File: config.mk
export PLATFORM = sky130hd
export DESIGN_NAME = bp_tlb_walker
export DESIGN_NICKNAME = d
export VERILOG_FILES = /design/src/rtl/bp_common_pkg.sv /design/src/rtl/bp_pte_decode.sv /design/src/rtl/bp_tlb_walker.sv
export SDC_FILE = /design/constraint.sdc
export NUM_CORES = 1
export LEC_CHECK = 0
export BUFFER_PORTS_ARGS = -buffer_cell sky130_fd_sc_hd__buf_2
export CAP_MARGIN = 40
export CORE_MARGIN = 1
export CORE_UTILIZATION = 44
export DETAILED_ROUTE_END_ITERATION = 10
export GPL_TIMING_DRIVEN = 1
export PLACE_DENSITY = 0.75
export SLEW_MARGIN = 15
export SYNTH_ARGS = -nofsm -noshare
export SYNTH_HDL_FRONTEND = slang
export SYNTH_SLANG_ARGS = --single-unit
File: constraint.sdc
create_clock -name clk_i -period 2.5 [get_ports clk_i]
set_input_delay 0.125 -clock clk_i [delete_from_list [all_inputs] [get_ports clk_i]]
set_output_delay 0.125 -clock clk_i [all_outputs]
set_load 0.01 [all_outputs]
File: src/rtl/bp_common_pkg.sv
// Shared types for the page-table walker: Sv39 PTE layout, page offset width
// and walker FSM states.
package bp_common_pkg;

  localparam int page_offset_width_gp = 12;

  typedef struct packed {
    logic [9:0]  rsvd;
    logic [43:0] ppn;
    logic [1:0]  rsw;
    logic        d;
    logic        a;
    logic        g;
    logic        u;
    logic        x;
    logic        w;
    logic        r;
    logic        v;
  } bp_sv39_pte_s;

  typedef enum logic [2:0] {
    e_idle, e_send, e_wait, e_fill, e_fault, e_drain
  } bp_walker_state_e;

endpackage

File: src/rtl/bp_pte_decode.sv
// Combinational PTE decode: validity, leaf/superpage alignment and the
// superpage-expanded TLB fill entry for the current walk level.
module bp_pte_decode
  import bp_common_pkg::*;
#(
  parameter int vtag_width_p       = 27,
  parameter int ptag_width_p       = 28,
  parameter int page_idx_width_p   = 9,
  parameter int pte_width_p        = 64,
  parameter int lvl_width_p        = 2
) (
  input  logic [pte_width_p-1:0]    pte_i,
  input  logic [lvl_width_p-1:0]    level_i,
  input  logic [vtag_width_p-1:0]   vtag_i,
  output logic                      invalid_o,
  output logic                      leaf_o,
  output logic                      misaligned_o,
  output logic [ptag_width_p-1:0]   ppn_o,
  output logic [ptag_width_p-1:0]   ptag_o,
  output logic [ptag_width_p+3:0]   entry_o
);

  bp_sv39_pte_s            pte_s;
  logic [31:0]             shamt;
  logic [ptag_width_p-1:0] mask;
  logic                    unused;

  assign pte_s = $bits(bp_sv39_pte_s)'(pte_i);
  assign ppn_o = pte_s.ppn[ptag_width_p-1:0];

  // Low PPN bits covered by the superpage at this level.
  assign shamt = 32'(level_i) * 32'(page_idx_width_p);
  assign mask  = ~({ptag_width_p{1'b1}} << shamt);

  assign invalid_o    = ~pte_s.v | (pte_s.w & ~pte_s.r);
  assign leaf_o       = pte_s.r | pte_s.x;
  assign misaligned_o = leaf_o & (|(ppn_o & mask));

  assign ptag_o  = (ppn_o & ~mask) | (ptag_width_p'(vtag_i) & mask);
  assign entry_o = {ptag_o, pte_s.u, pte_s.x, pte_s.w, pte_s.r};

  assign unused = ^{pte_s.rsvd, pte_s.ppn, pte_s.rsw, pte_s.d, pte_s.a, pte_s.g};

endmodule

File: src/rtl/bp_tlb_walker.sv
// Hardware page-table walker: one PTE read per level, single outstanding
// request, single-cycle TLB fill on a leaf or fault pulse on a bad PTE.
module bp_tlb_walker
  import bp_common_pkg::*;
#(
  parameter  int vtag_width_p       = 27,
  parameter  int ptag_width_p       = 28,
  parameter  int page_idx_width_p   = 9,
  parameter  int page_table_depth_p = 3,
  parameter  int pte_width_p        = 64,
  parameter  int paddr_width_p      = 40,
  localparam int entry_width_lp     = ptag_width_p + 4
) (
  input  logic                      clk_i,
  input  logic                      reset_n_i,
  input  logic                      flush_i,
  input  logic [ptag_width_p-1:0]   base_ppn_i,
  input  logic                      miss_v_i,
  input  logic [vtag_width_p-1:0]   miss_vtag_i,
  output logic                      miss_ready_o,
  output logic                      mem_v_o,
  output logic [paddr_width_p-1:0]  mem_addr_o,
  input  logic                      mem_ready_i,
  input  logic                      mem_data_v_i,
  input  logic [pte_width_p-1:0]    mem_data_i,
  output logic                      fill_v_o,
  output logic [vtag_width_p-1:0]   fill_vtag_o,
  output logic [entry_width_lp-1:0] fill_entry_o,
  output logic                      fault_v_o,
  output logic                      busy_o
);

  localparam int lvl_width_lp  = (page_table_depth_p > 1) ? $clog2(page_table_depth_p) : 1;
  localparam int full_width_lp = ptag_width_p + page_offset_width_gp;

  bp_walker_state_e state_r, state_n;

  logic [vtag_width_p-1:0]     vtag_r;
  logic [ptag_width_p-1:0]     ppn_r;
  logic [lvl_width_lp-1:0]     level_r;
  logic [entry_width_lp-1:0]   entry_r;
  logic [page_idx_width_p-1:0] idx;
  logic [full_width_lp-1:0]    addr_full;

  logic                      dec_invalid, dec_leaf, dec_misaligned;
  logic [ptag_width_p-1:0]   dec_ppn, dec_ptag;
  logic [entry_width_lp-1:0] dec_entry;

  bp_pte_decode #(
    .vtag_width_p     (vtag_width_p),
    .ptag_width_p     (ptag_width_p),
    .page_idx_width_p (page_idx_width_p),
    .pte_width_p      (pte_width_p),
    .lvl_width_p      (lvl_width_lp)
  ) u_decode (
    .pte_i        (mem_data_i),
    .level_i      (level_r),
    .vtag_i       (vtag_r),
    .invalid_o    (dec_invalid),
    .leaf_o       (dec_leaf),
    .misaligned_o (dec_misaligned),
    .ppn_o        (dec_ppn),
    .ptag_o       (dec_ptag),
    .entry_o      (dec_entry)
  );

  assign idx       = vtag_r[level_r*page_idx_width_p +: page_idx_width_p];
  assign addr_full = {ppn_r, {page_offset_width_gp{1'b0}}}
                   + full_width_lp'({idx, 3'b000});

  always_ff @(posedge clk_i or negedge reset_n_i) begin
    if (!reset_n_i) state_r <= e_idle;
    else            state_r <= state_n;
  end

  always_comb begin
    state_n   = state_r;
    mem_v_o   = 1'b0;
    fill_v_o  = 1'b0;
    fault_v_o = 1'b0;
    case (state_r)
      e_idle:  if (miss_v_i && !flush_i) state_n = e_send;
      e_send: begin
        mem_v_o = 1'b1;
        if (flush_i)          state_n = mem_ready_i ? e_drain : e_idle;
        else if (mem_ready_i) state_n = e_wait;
      end
      e_wait: begin
        // A response coinciding with the flush is the one we would drain.
        if (flush_i)                          state_n = mem_data_v_i ? e_idle : e_drain;
        else if (mem_data_v_i) begin
          if (dec_invalid || dec_misaligned)  state_n = e_fault;
          else if (dec_leaf)                  state_n = e_fill;
          else if (level_r == '0)             state_n = e_fault;
          else                                state_n = e_send;
        end
      end
      e_fill: begin
        fill_v_o = ~flush_i;
        state_n  = e_idle;
      end
      e_fault: begin
        fault_v_o = ~flush_i;
        state_n   = e_idle;
      end
      e_drain: if (mem_data_v_i) state_n = e_idle;
      default: state_n = e_idle;
    endcase
  end

  always_ff @(posedge clk_i or negedge reset_n_i) begin
    if (!reset_n_i) begin
      vtag_r  <= '0;
      ppn_r   <= '0;
      level_r <= '0;
      entry_r <= '0;
    end else begin
      if (state_r == e_idle && state_n == e_send) begin
        vtag_r  <= miss_vtag_i;
        ppn_r   <= base_ppn_i;
        level_r <= lvl_width_lp'(page_table_depth_p - 1);
      end
      if (state_r == e_wait && state_n == e_send) begin
        ppn_r   <= dec_ppn;
        level_r <= level_r - 1'b1;
      end
      if (state_n == e_fill) entry_r <= dec_entry;
    end
  end

  assign miss_ready_o = (state_r == e_idle);
  assign busy_o       = (state_r != e_idle);
  assign mem_addr_o   = mem_v_o  ? paddr_width_p'(addr_full) : '0;
  assign fill_vtag_o  = fill_v_o ? vtag_r  : '0;
  assign fill_entry_o = fill_v_o ? entry_r : '0;

endmodule

* After elaboration in Yosys (flattened, before gate mapping)
Index checks and enable logic that the tools add are counted.
** Word-level totals
- Output and inout bits :: 104
- Bits of input ports :: 125
- Register bits :: 92
- Word-level logic and storage cells :: 62
** Operators by class
- Shift-type cells :: 2
- Multiplexer cells :: 22
- Equal/unequal tests :: 7
- Add/subtract/negate cells :: 2
- Bitwise gates (word level) :: 13
- Reductions and logical operators :: 10
- $mul :: 1
** Operators with widths (number)
- 28-bit AND :: 2
- 28-bit 2-to-1 mux :: 2
- 28-bit inverter :: 2
- 40-bit by 12-bit adder with 40-bit output :: 1
- 40-bit 2-to-1 mux :: 1
- 3-bit 2-to-1 mux :: 11
- 32-bit 2-to-1 mux :: 1
- 27-bit by 28-bit AND with 28-bit output :: 1
- 28-bit OR :: 1
- 28-bit OR reduction :: 1
- 28-bit by 6-bit left shift with 28-bit output, first input constant :: 1
- 27-bit 2-to-1 mux :: 1
- 27-bit by 7-bit variable part select with 9-bit output :: 1
- 3-bit case mux with 4 select lines :: 1
- 3-bit by 2-bit equality test with 1-bit output, second input constant :: 3
- 3-bit by 1-bit equality test with 1-bit output, second input constant :: 2
- 3-bit equality test, second input constant :: 2
- 2-bit by 4-bit multiplier with 6-bit output, second input constant :: 1
- 2-bit 2-to-1 mux :: 2
- 1-bit logical AND :: 3
- 3-bit logical NOT :: 1
- 1-bit 2-to-1 mux :: 3
- 1-bit inverter :: 3
- 3-bit nonzero test :: 1
- 7 further kinds :: 9

* Depth between registers and ports, before layout
Gate-level depths: netlist of the first run.
- Depth in word-level cells :: 15
- Gate-level depth with buffers :: 9
- Mapped depth without buffers :: 7

* Cells and area by module
A second synthesis of the first run with hierarchy kept.
** Unflattened totals
- Cells, all modules :: 543
- Area, all modules :: 5691.7 µm²
** Modules (own cells, without submodules)
- bp_tlb_walker :: area each 4807.1 µm², instances 1, cells an instance 434
- bp_pte_decode :: area each 884.6 µm², instances 1, cells an instance 109

* Least setup slack after synthesis of the first run
Ideal clock, no wire load.
- Path kind :: register to register
- Start point :: reg level_r[0]
- End point :: reg ppn_r[15]
- Path buffers :: 2
- Setup slack :: 0.187 ns
- Data arrival time :: 2.187 ns
- Stages on the path, launching flop included :: 10
- Data required time :: 2.375 ns
- Clock period less this slack :: 2.313 ns
- Setup time :: 0.125 ns
- Cell sequence :: dfrtp_1 -> clkbuf_1 -> inv_1 -> ha_1 -> nor3_1 -> o2111a_1 -> a221oi_2 -> nor4_4 -> buf_6 -> mux2_4
** On the way
- Longest elaborated chain between the ends :: 14
- Elaborated cells on any way between the ends :: 19
- Those cells by class :: 1 x mul; 1 x eq/ne; 1 x shift; 7 x mux; 3 x bitwise; 6 x reduce/logical
** Ends and longest elaborated chain
- from (decl) :: RTL line bp_tlb_walker.sv:40 : logic [lvl_width_lp-1:0] level_r;
- from (signal assigned) :: RTL line bp_tlb_walker.sv:121 : level_r <= lvl_width_lp'(page_table_depth_p - 1);
- from (signal assigned) :: RTL line bp_tlb_walker.sv:125 : level_r <= level_r - 1'b1;
- 2-bit by 4-bit multiplier with 6-bit output :: RTL line bp_pte_decode.sv:32 : assign shamt = 32'(level_i) * 32'(page_idx_width_p);
- 28-bit by 6-bit left shift with 28-bit output :: RTL line bp_pte_decode.sv:33 : assign mask = ~({ptag_width_p{1'b1}} << shamt);
- 28-bit inverter :: RTL line bp_pte_decode.sv:33
- 28-bit AND :: RTL line bp_pte_decode.sv:37 : assign misaligned_o = leaf_o & (|(ppn_o & mask));
- 28-bit OR reduction :: RTL line bp_pte_decode.sv:37
- 1-bit AND :: RTL line bp_pte_decode.sv:37
- 1-bit logical OR :: RTL line bp_tlb_walker.sv:92 : if (dec_invalid || dec_misaligned) state_n = e_fault;
- 3-bit 2-to-1 mux * :: RTL line bp_tlb_walker.sv:92
- 3-bit 2-to-1 mux * :: RTL line bp_tlb_walker.sv:91 : else if (mem_data_v_i) begin
- 3-bit 2-to-1 mux * :: RTL line bp_tlb_walker.sv:90 : if (flush_i) state_n = mem_data_v_i ? e_idle : e_drain;
- 3-bit case mux with 4 select lines * :: RTL line bp_tlb_walker.sv:81 : case (state_r)
- 3-bit by 1-bit equality test with 1-bit output * :: RTL line bp_tlb_walker.sv:118, bp_tlb_walker.sv:123
- 1-bit logical AND, on equally long branches :: RTL line bp_tlb_walker.sv:123, bp_tlb_walker.sv:118
- 28-bit 2-to-1 mux or 2-bit nonzero test (tied branches)
- to (signal assigned) :: RTL line bp_tlb_walker.sv:120 : ppn_r <= base_ppn_i;
- to (signal assigned) :: RTL line bp_tlb_walker.sv:124 : ppn_r <= dec_ppn;
- to (decl) :: RTL line bp_tlb_walker.sv:39 : logic [ptag_width_p-1:0] ppn_r;
Every way passes the cells marked *; elsewhere a longest branch is shown, timed or not.
A chain may end at the register's enable or synchronous reset.

* Final worst setup path of the first run
Same ends and word-level chain as after synthesis.

==> results.md, run 1 <==
- Register area share after synthesis: 0.436
- Fraction of the cycle the final worst path needs: 0.900
- Setup slack of the worst register-to-register path: 250 ps
- Most used cells in the layout excluding fill and tap cells: sky130_fd_sc_hd__buf_2 (193), sky130_fd_sc_hd__dfrtp_1 (92), sky130_fd_sc_hd__and2_1 (60)
- Initial antenna violation count: 0
- Worst hold path depth: 2
- Headroom to the max-slew limit: 0.571
- Num ports: about 230
- Overall track demand over capacity in global routing: 0.251
- Max-slew violation count: 0
- # DRC: 11
- CTS root buf: sky130_fd_sc_hd__clkbuf_16
- Skew final: about 5.1 ps
- Leading cell type in the layout, fill and taps excluded: sky130_fd_sc_hd__buf_2
- Cell type with the highest aggregate area in the netlist: sky130_fd_sc_hd__dfrtp_1
- Global-route wire length before repair: about 24000 µm
- Combinational family with the most area after synthesis: multiplexers
- Failing checks: design-rule violations
- Share of the synthesized area in the top cell type: 0.436
- Yosys warnings: 0
- Count of distinct cell types in the synthesized netlist: between 40 and 50
- Critical Path Sink Type: flip-flop
- Via count: 4328
- Routed Wire Length: roughly 15000 µm
- Number of antenna cells inserted: 0
- Max VDD drop: between 0.0003 and 0.0004 V
- Max-cap violations: 0
- Maximum count of clock buffers along a single path: 2
- Portion of netlist area occupied by mux cells: 0.272
- Rows: 39
- Number of endpoints with negative hold slack in the final report: 0
- Hold-critical path endpoint: vtag_r[8]$_DFFE_PN0P_
- Category of the worst setup path launch point: flip-flop
- Actual transition at the worst max-transition pin: about 640 ps
- Leakage power summed over all cells: between 0.003 and 0.004 µW
- Effective utilization at floorplan: 0.457
- Status: finished with violations
- Nets: around 800
- Die footprint: around 0.012 mm²
- Sum of negative setup slack: 0 ps
- Total of flip-flops plus latches after synthesis: 92
- Count of buffers inserted at the top-level ports: 194
- Die height: between 100 and 150 µm
- Clock insertion delay at the later pin of the skew report: roughly 340 ps
- Max FO, Critical Path: 15
- Core area: 0.0116 mm²
- Startpoint of the most critical setup path: level_r[0]$_DFFE_PN0P_
- Worst reg2reg path endpoint: ppn_r[15]$_DFFE_PN0P_
- Number of global-route vias before repair: 4397
- CTS tree: built
- Compound-Gate Fraction of Synth Area: 0.0673
- Setup repair after global routing missed its margin: no
- Time the final worst path needs with I/O delays and setup: 2250 ps
- Die X: 112 µm
- Total congestion overflow after global routing: 0
- Post-synthesis instance total: around 500
- Depth of the worst register-to-register path: 8
- Fraction of the mapped netlist area in adder cells: 0.00711
- Synthesis-to-finish area growth: 28.1%
- Data arrival time of the critical path: 2480 ps
- Final count of negative-setup-slack endpoints: 0
- Pwr Total: around 6300 µW
- Critical Path RT: around 2700 ps
- Post-detailed-route wirelength per cell: about 18 µm
- Post-DRT Antenna Nets: 0
- Fmax achieved: 444 MHz
- Routability-driven placement congestion ratio: about 0.84
- Share of async-settable or async-resettable flops after synthesis: 1.00
- Worst Setup Path Type: reg2reg
- Largest net degree at the start of global routing: 53
- Worst min-delay path class: in2reg
- Mean instance size in the synthesized netlist: ~11 µm²
- Power Dens Cells: around 940 mW/mm²
- Total number of H-tree levels: 3
- Most used flip-flop cell after synthesis: sky130_fd_sc_hd__dfrtp_1
- CTS Buf Count: 9
- Number of clock sinks: slightly above 90
- Largest cells by area after synthesis: sky130_fd_sc_hd__dfrtp_1 (44%), sky130_fd_sc_hd__mux2_2 (12%), sky130_fd_sc_hd__mux2_4 (8.2%)
- Clock input transition at the sequential cells of the worst setup and hold paths: 70 ps
- Post-synthesis xor/xnor area fraction: 0.00332
- Estimated wirelength of the detail-placed design: 11400 µm
- Post-synthesis simple-gate area fraction: 0.152
- Via density per instance: between 5 and 6
- Post-synth design cell area: about 0.0053 mm²
- Number of DRC markers after the initial detailed-route iteration: around 260
- Number of iterations in the first detailed-routing pass: 10
- Worst R2R Start: level_r[0]$_DFFE_PN0P_
- Number of flops mapped to enable cells by yosys: 0
- Ratio of cells with drive above 1 in the final layout: 0.466
- Origin of the worst min-delay path: miss_vtag_i[8]
power by group:
group	internal (µW)	leakage, µW	switching, µW	total (µW)
registers	1970	0.00115	436	2410
logic	1130	0.00239	1250	2380
clock network	999	0.000162	560	1560
cell families after synthesis:
family / Yosys count
AND/OR/NAND/NOR: 148
flip-flops: 92
buffers and inverters: 68
adder cells (fa/ha/maj): 3
other: 1
XOR/XNOR: 2
multiplexers: 122
AO/OA/AOI/OAI: 54
critical path, stage by stage (launching register included):
cell                       delay [ps]
sky130_fd_sc_hd__dfrtp_1          340
sky130_fd_sc_hd__inv_1             80
sky130_fd_sc_hd__ha_1             270
sky130_fd_sc_hd__nor3_1           270
sky130_fd_sc_hd__o2111a_1         320
sky130_fd_sc_hd__a221oi_2          80
sky130_fd_sc_hd__nor4_4           250
sky130_fd_sc_hd__buf_12           210
sky130_fd_sc_hd__mux2_4           310
layer usage:
| layer | wire length, µm | vias up | global-route usage |
|---|---|---|---|
| met1 | 6590 | 2100 | 0.328 |
| li1 | - | 2043 | - |
| met4 | 389 | 0 | 0.102 |
| met5 | 0 | - | 0 |
| met3 | 701 | 31 | 0.0425 |
| met2 | 7420 | 154 | 0.416 |
cells in the mapped netlist (2+ instances only):
cell / instances
sky130_fd_sc_hd__dfrtp_1: 92
sky130_fd_sc_hd__and2_1: 60
sky130_fd_sc_hd__mux2_2: 57
sky130_fd_sc_hd__nor2_1: 57
sky130_fd_sc_hd__mux2i_1: 36
sky130_fd_sc_hd__inv_1: 33
sky130_fd_sc_hd__mux2_4: 29
sky130_fd_sc_hd__o22ai_1: 27
sky130_fd_sc_hd__clkbuf_1: 14
sky130_fd_sc_hd__a21oi_1: 11
sky130_fd_sc_hd__buf_2: 7
sky130_fd_sc_hd__nand2_1: 7
sky130_fd_sc_hd__buf_4: 6
sky130_fd_sc_hd__buf_6: 5
sky130_fd_sc_hd__nor2b_1: 4
sky130_fd_sc_hd__nor3_1: 4
sky130_fd_sc_hd__o21ai_0: 4
sky130_fd_sc_hd__ha_1: 3
sky130_fd_sc_hd__nand2b_1: 3
sky130_fd_sc_hd__nor4_1: 3
sky130_fd_sc_hd__and3_1: 2
sky130_fd_sc_hd__buf_1: 2
sky130_fd_sc_hd__nand3_1: 2
sky130_fd_sc_hd__xor2_1: 2
what timing repair did:
item,in CTS,in global routing
setup buffers,0,0
endpoints found under the setup margin,0,1
resized for setup,0,1
hold buffers,1,0
hold endpoints to repair,40,0
how the worst max path moves through the flow:
stage                             to  depth (start not counted)  slack [ps]
2_1_floorplan  ppn_r[15]$_DFFE_PN0P_                          9         190
3_3_place_gp   ppn_r[15]$_DFFE_PN0P_                          8         280
3_5_place_dp    ppn_r[4]$_DFFE_PN0P_                          8         240
4_1_cts         ppn_r[9]$_DFFE_PN0P_                          8         220
5_1_grt         ppn_r[7]$_DFFE_PN0P_                          8          60
6_report       ppn_r[15]$_DFFE_PN0P_                          8         250
sequential cells by signal (all words and copies together), names as in the netlist:
register,cells
vtag_r,27
ppn_r,28
level_r,2
entry_r,32
state_r,3
per-stage QoR:
stage	worst slack (ps)	hold slack (ps)	cells	util	cell area (µm²)
final	249	16.0	827	0.585	6760
after global routing	64.1	14.2	827	0.585	6760
after CTS	224	6.53	827	0.585	6760
after detailed placement	244	143	811	0.554	6410
after global placement	285	132	811	0.554	6410
after floorplan	187	-171	492	-	5290
layout make-up:
type                    instances  area (µm²)
clock buffers                  11         243
clock inverters                 4        97.6
fillers                       999        4800
inverters                      34         128
multi-input cells             332        2670
flip-flops and latches         92        2300
well taps                     143         179
repair buffers                211        1140
Note: power is estimated with default switching activity, not from simulation.
==> run 2, diff against run 1 <==
- ABC_AREA: default -> 1
==> run 2 against run 1 <==
The run now ends clean. Maximum frequency shrank 7.4%. Critical path depth grew 11. Highest routed layer unchanged. Cell area grew 6.7%. Largest power group is now combinational cells.
==> results.md, run 2 <==
- Status: finished, final reports clean
- Share of the synthesized area in the top cell type: 0.426
- Data arrival time of the critical path: around 2700 ps
- Skew final: between 8 and 9 ps
- Time the final worst path needs with I/O delays and setup: around 2400 ps
- Actual transition at the worst max-transition pin: slightly below 600 ps
- Final hold slack: around 19 ps
- Max-cap violations: 0
- Largest net degree at the start of global routing: 93
- Number of global-route vias before repair: 4942
- Num ports: roughly 230
- Number of DRC markers after the initial detailed-route iteration: between 400 and 500
- Max VDD drop: roughly 0.00045 V
- Standard cell area after detailed placement: ~0.0066 mm²
- Post-synthesis instance total: between 800 and 900
- Rows: 40
- Core area: 0.0120 mm²
- Number of antenna cells inserted: 0
- Max FO, Critical Path: 7
- Share of async-settable or async-resettable flops after synthesis: 1.00
- Category of the worst setup path launch point: flip-flop
- Most used cells in the layout excluding fill and tap cells: sky130_fd_sc_hd__nand2_1 (214), sky130_fd_sc_hd__buf_2 (193), sky130_fd_sc_hd__nor2_1 (166)
- Via density per instance: about 4.8
- Post-DRT Antenna Nets: 0
- Internal power component: around 4300 µW
- Sw frac: 0.426
- Worst min-delay path class: in2reg
- Leading cell type in the layout, fill and taps excluded: sky130_fd_sc_hd__nand2_1
- Routability-driven placement congestion ratio: slightly above 0.9
- Net switching power figure: about 3200 µW
- Number of flip-flops under the largest register name: 32
- Total of flip-flops plus latches after synthesis: 92
- Number of endpoints with negative hold slack in the final report: 0
- Mean instance size in the synthesized netlist: around 6.5 µm²
- Die footprint: approximately 0.013 mm²
- Most used flip-flop cell after synthesis: sky130_fd_sc_hd__dfrtp_1
- Routed Wire Length: 16600 µm
- Ratio of cells with drive above 1 in the final layout: 0.274
- Fill cell instance count of the final layout: 1168
- Setup repair after global routing missed its margin: yes
- Number of iterations in the first detailed-routing pass: 5
- Largest stage delay on the critical path: approximately 450 ps
- Cell type with the highest aggregate area in the netlist: sky130_fd_sc_hd__dfrtp_1
- Post-synth design cell area: 0.00541 mm²
- Nets: 1160
- CTS root buf: sky130_fd_sc_hd__clkbuf_16
- Most flop-heavy register: entry_r
- Post-detailed-route wirelength per cell: 14.0 µm
- Critical-path cell list: inv_2, ha_4, inv_2, nand2_4, nor2_2, nor2_1, nand2_1, nor2_4, nand2_1, nand2_1, nand3_2, nand2_2, nand2_2, nor2_4, nand3_4, clkbuf_16, nor2_1, nand2_1, nand2_1
- Worst Setup Path Type: reg2reg
- CTS Buf Count: 9
- Die height: about 110 µm
- Synthesis-to-finish area growth: 33.4%
- Number of flops mapped to enable cells by yosys: 0
- Max-slew violation count: 0
- Final count of negative-setup-slack endpoints: 0
- Setup slack of the worst register-to-register path: 70 ps
- Total congestion overflow after global routing: 0
- Final setup margin: 68.3 ps
- Yosys warnings: 0
- Fraction of the cycle the final worst path needs: 0.973
- Total number of H-tree levels: 3
- CTS tree: built
- Via count: 5718
- Register area share after synthesis: 0.426
- Pwr Total: 7550 µW
- Clock input transition at the sequential cells of the worst setup and hold paths: 60 ps
- Fmax achieved: ~400 MHz
- Clock insertion delay at the later pin of the skew report: 340 ps
- Largest cells by area after synthesis: sky130_fd_sc_hd__dfrtp_1 (43%), sky130_fd_sc_hd__nand2_1 (15%), sky130_fd_sc_hd__nor2_1 (13%)
- Number of clock sinks: ~90
- Count of distinct cell types in the synthesized netlist: 30
- Standard cell with the maximum stage delay on the critical path: sky130_fd_sc_hd__dfrtp_2
- Worst setup slack before clock tree synthesis: 18.3 ps
- Cell seen most often among critical-path stages: sky130_fd_sc_hd__nand2_1
- Initial antenna violation count: 0
- Effective utilization at floorplan: 0.450
- Critical Path Sink Type: flip-flop
- Sequential share of power: 0.337
- Registers with the highest flip-flop counts: entry_r: 32 flops, ppn_r: 28 flops, vtag_r: 27 flops
- Count of buffers inserted at the top-level ports: between 150 and 200
- Maximum count of clock buffers along a single path: 2
- Critical Path RT: ~2800 ps
- Die X: 113 µm
- Overall track demand over capacity in global routing: 0.254
- Final design instance area without fill: 0.00722 mm²
- Most numerous cell in the Yosys netlist: sky130_fd_sc_hd__nand2_1
- Global-route wire length before repair: between 20000 and 30000 µm
- Estimated wirelength of the detail-placed design: 11600 µm
- Leakage power summed over all cells: roughly 0.0044 µW
- # DRC: 0
- Power Dens Cells: ~1000 mW/mm²
- Headroom to the max-slew limit: 0.605
- Share of total power in combinational logic: 0.496
- Clock Power Share: 0.167
- Top cells by instance count after synthesis: sky130_fd_sc_hd__nand2_1 (218), sky130_fd_sc_hd__nor2_1 (190), sky130_fd_sc_hd__inv_1 (141), sky130_fd_sc_hd__dfrtp_1 (92), sky130_fd_sc_hd__o21ai_0 (67)
==> run 2: worst paths after layout <==
path                                   startpoint                      end  cells past startpoint
setup / recovery           level_r[0]$_DFFE_PN0P_     ppn_r[8]$_DFFE_PN0P_                     19
min in group asynchronous               reset_n_i  entry_r[16]$_DFFE_PN0N_                      3
hold / removal                      mem_data_i[4]   entry_r[3]$_DFFE_PN0N_                      3
max in group asynchronous               reset_n_i     state_r[2]$_DFF_PN0_                      3
hold reg to reg             ppn_r[22]$_DFFE_PN0P_    ppn_r[22]$_DFFE_PN0P_                      2
setup reg to reg           level_r[0]$_DFFE_PN0P_     ppn_r[8]$_DFFE_PN0P_                     19
==> run 2: logic make-up after synthesis <==
kind of cell	share of synthesized area
and+or+nand+nor	0.305
AOI/OAI and AO/OA	0.119
adders and majority gates	0.00694
DFF	0.426
other	0.000693
buffers and inverters	0.144
==> run 2: what timing repair did <==
item | in CTS | in global routing
setup endpoints to repair | 1 | 61
pin swaps | 1 | 11
hold endpoints to repair | 92 | 0
hold buffers | 1 | 0
gates cloned | 1 | 4
setup buffers | 0 | 9
resized for setup | 4 | 52
==> run 2: through the flow <==
step	TNS [ps]	util	std cells
5_1_grt	-3380	0.601	1184
3_5_place_dp	0	0.547	1153
4_1_cts	0	0.573	1171
2_1_floorplan	0	-	837
6_report	0	0.601	1184
3_3_place_gp	0	0.547	1153
==> run 2: per-layer routing <==
metal  wire [µm]  track usage  part of all wire
met1        7440        0.349              0.45
met2        7600        0.396              0.46
met3         899       0.0289             0.054
met4         614        0.134             0.037
met5           0            0                 0
==> run 2: final cells by class <==
type | instances | area [µm²] | share of cell area
Clock buffer | 14 | 254 | 0.0352
Clock inverter | 2 | 10.0 | 0.00139
Inverter | 144 | 543 | 0.0752
Multi-Input combinational cell | 557 | 2530 | 0.351
Sequential cell | 92 | 2300 | 0.319
Tap cell | 147 | 184 | 0.0255
Timing Repair Buffer | 228 | 1390 | 0.193
==> run 2: critical path: cells and delay by family, from the launching register on <==
kind / cells / cell delay [ps]
buffers and inverters: 3 / 380
DFF: 1 / 450
and+or+nand+nor: 15 / 1380
adders and majority gates: 1 / 130
==> run 2: power groups by stage <==
stage          Clock, µW  Sequential (µW)  Combinational, µW
2_1_floorplan          0             2450               2280
3_3_place_gp           0             2520               3160
3_5_place_dp           0             2540               3250
4_1_cts             1280             2530               3360
5_1_grt             1340             2620               4180
6_report            1260             2550               3740
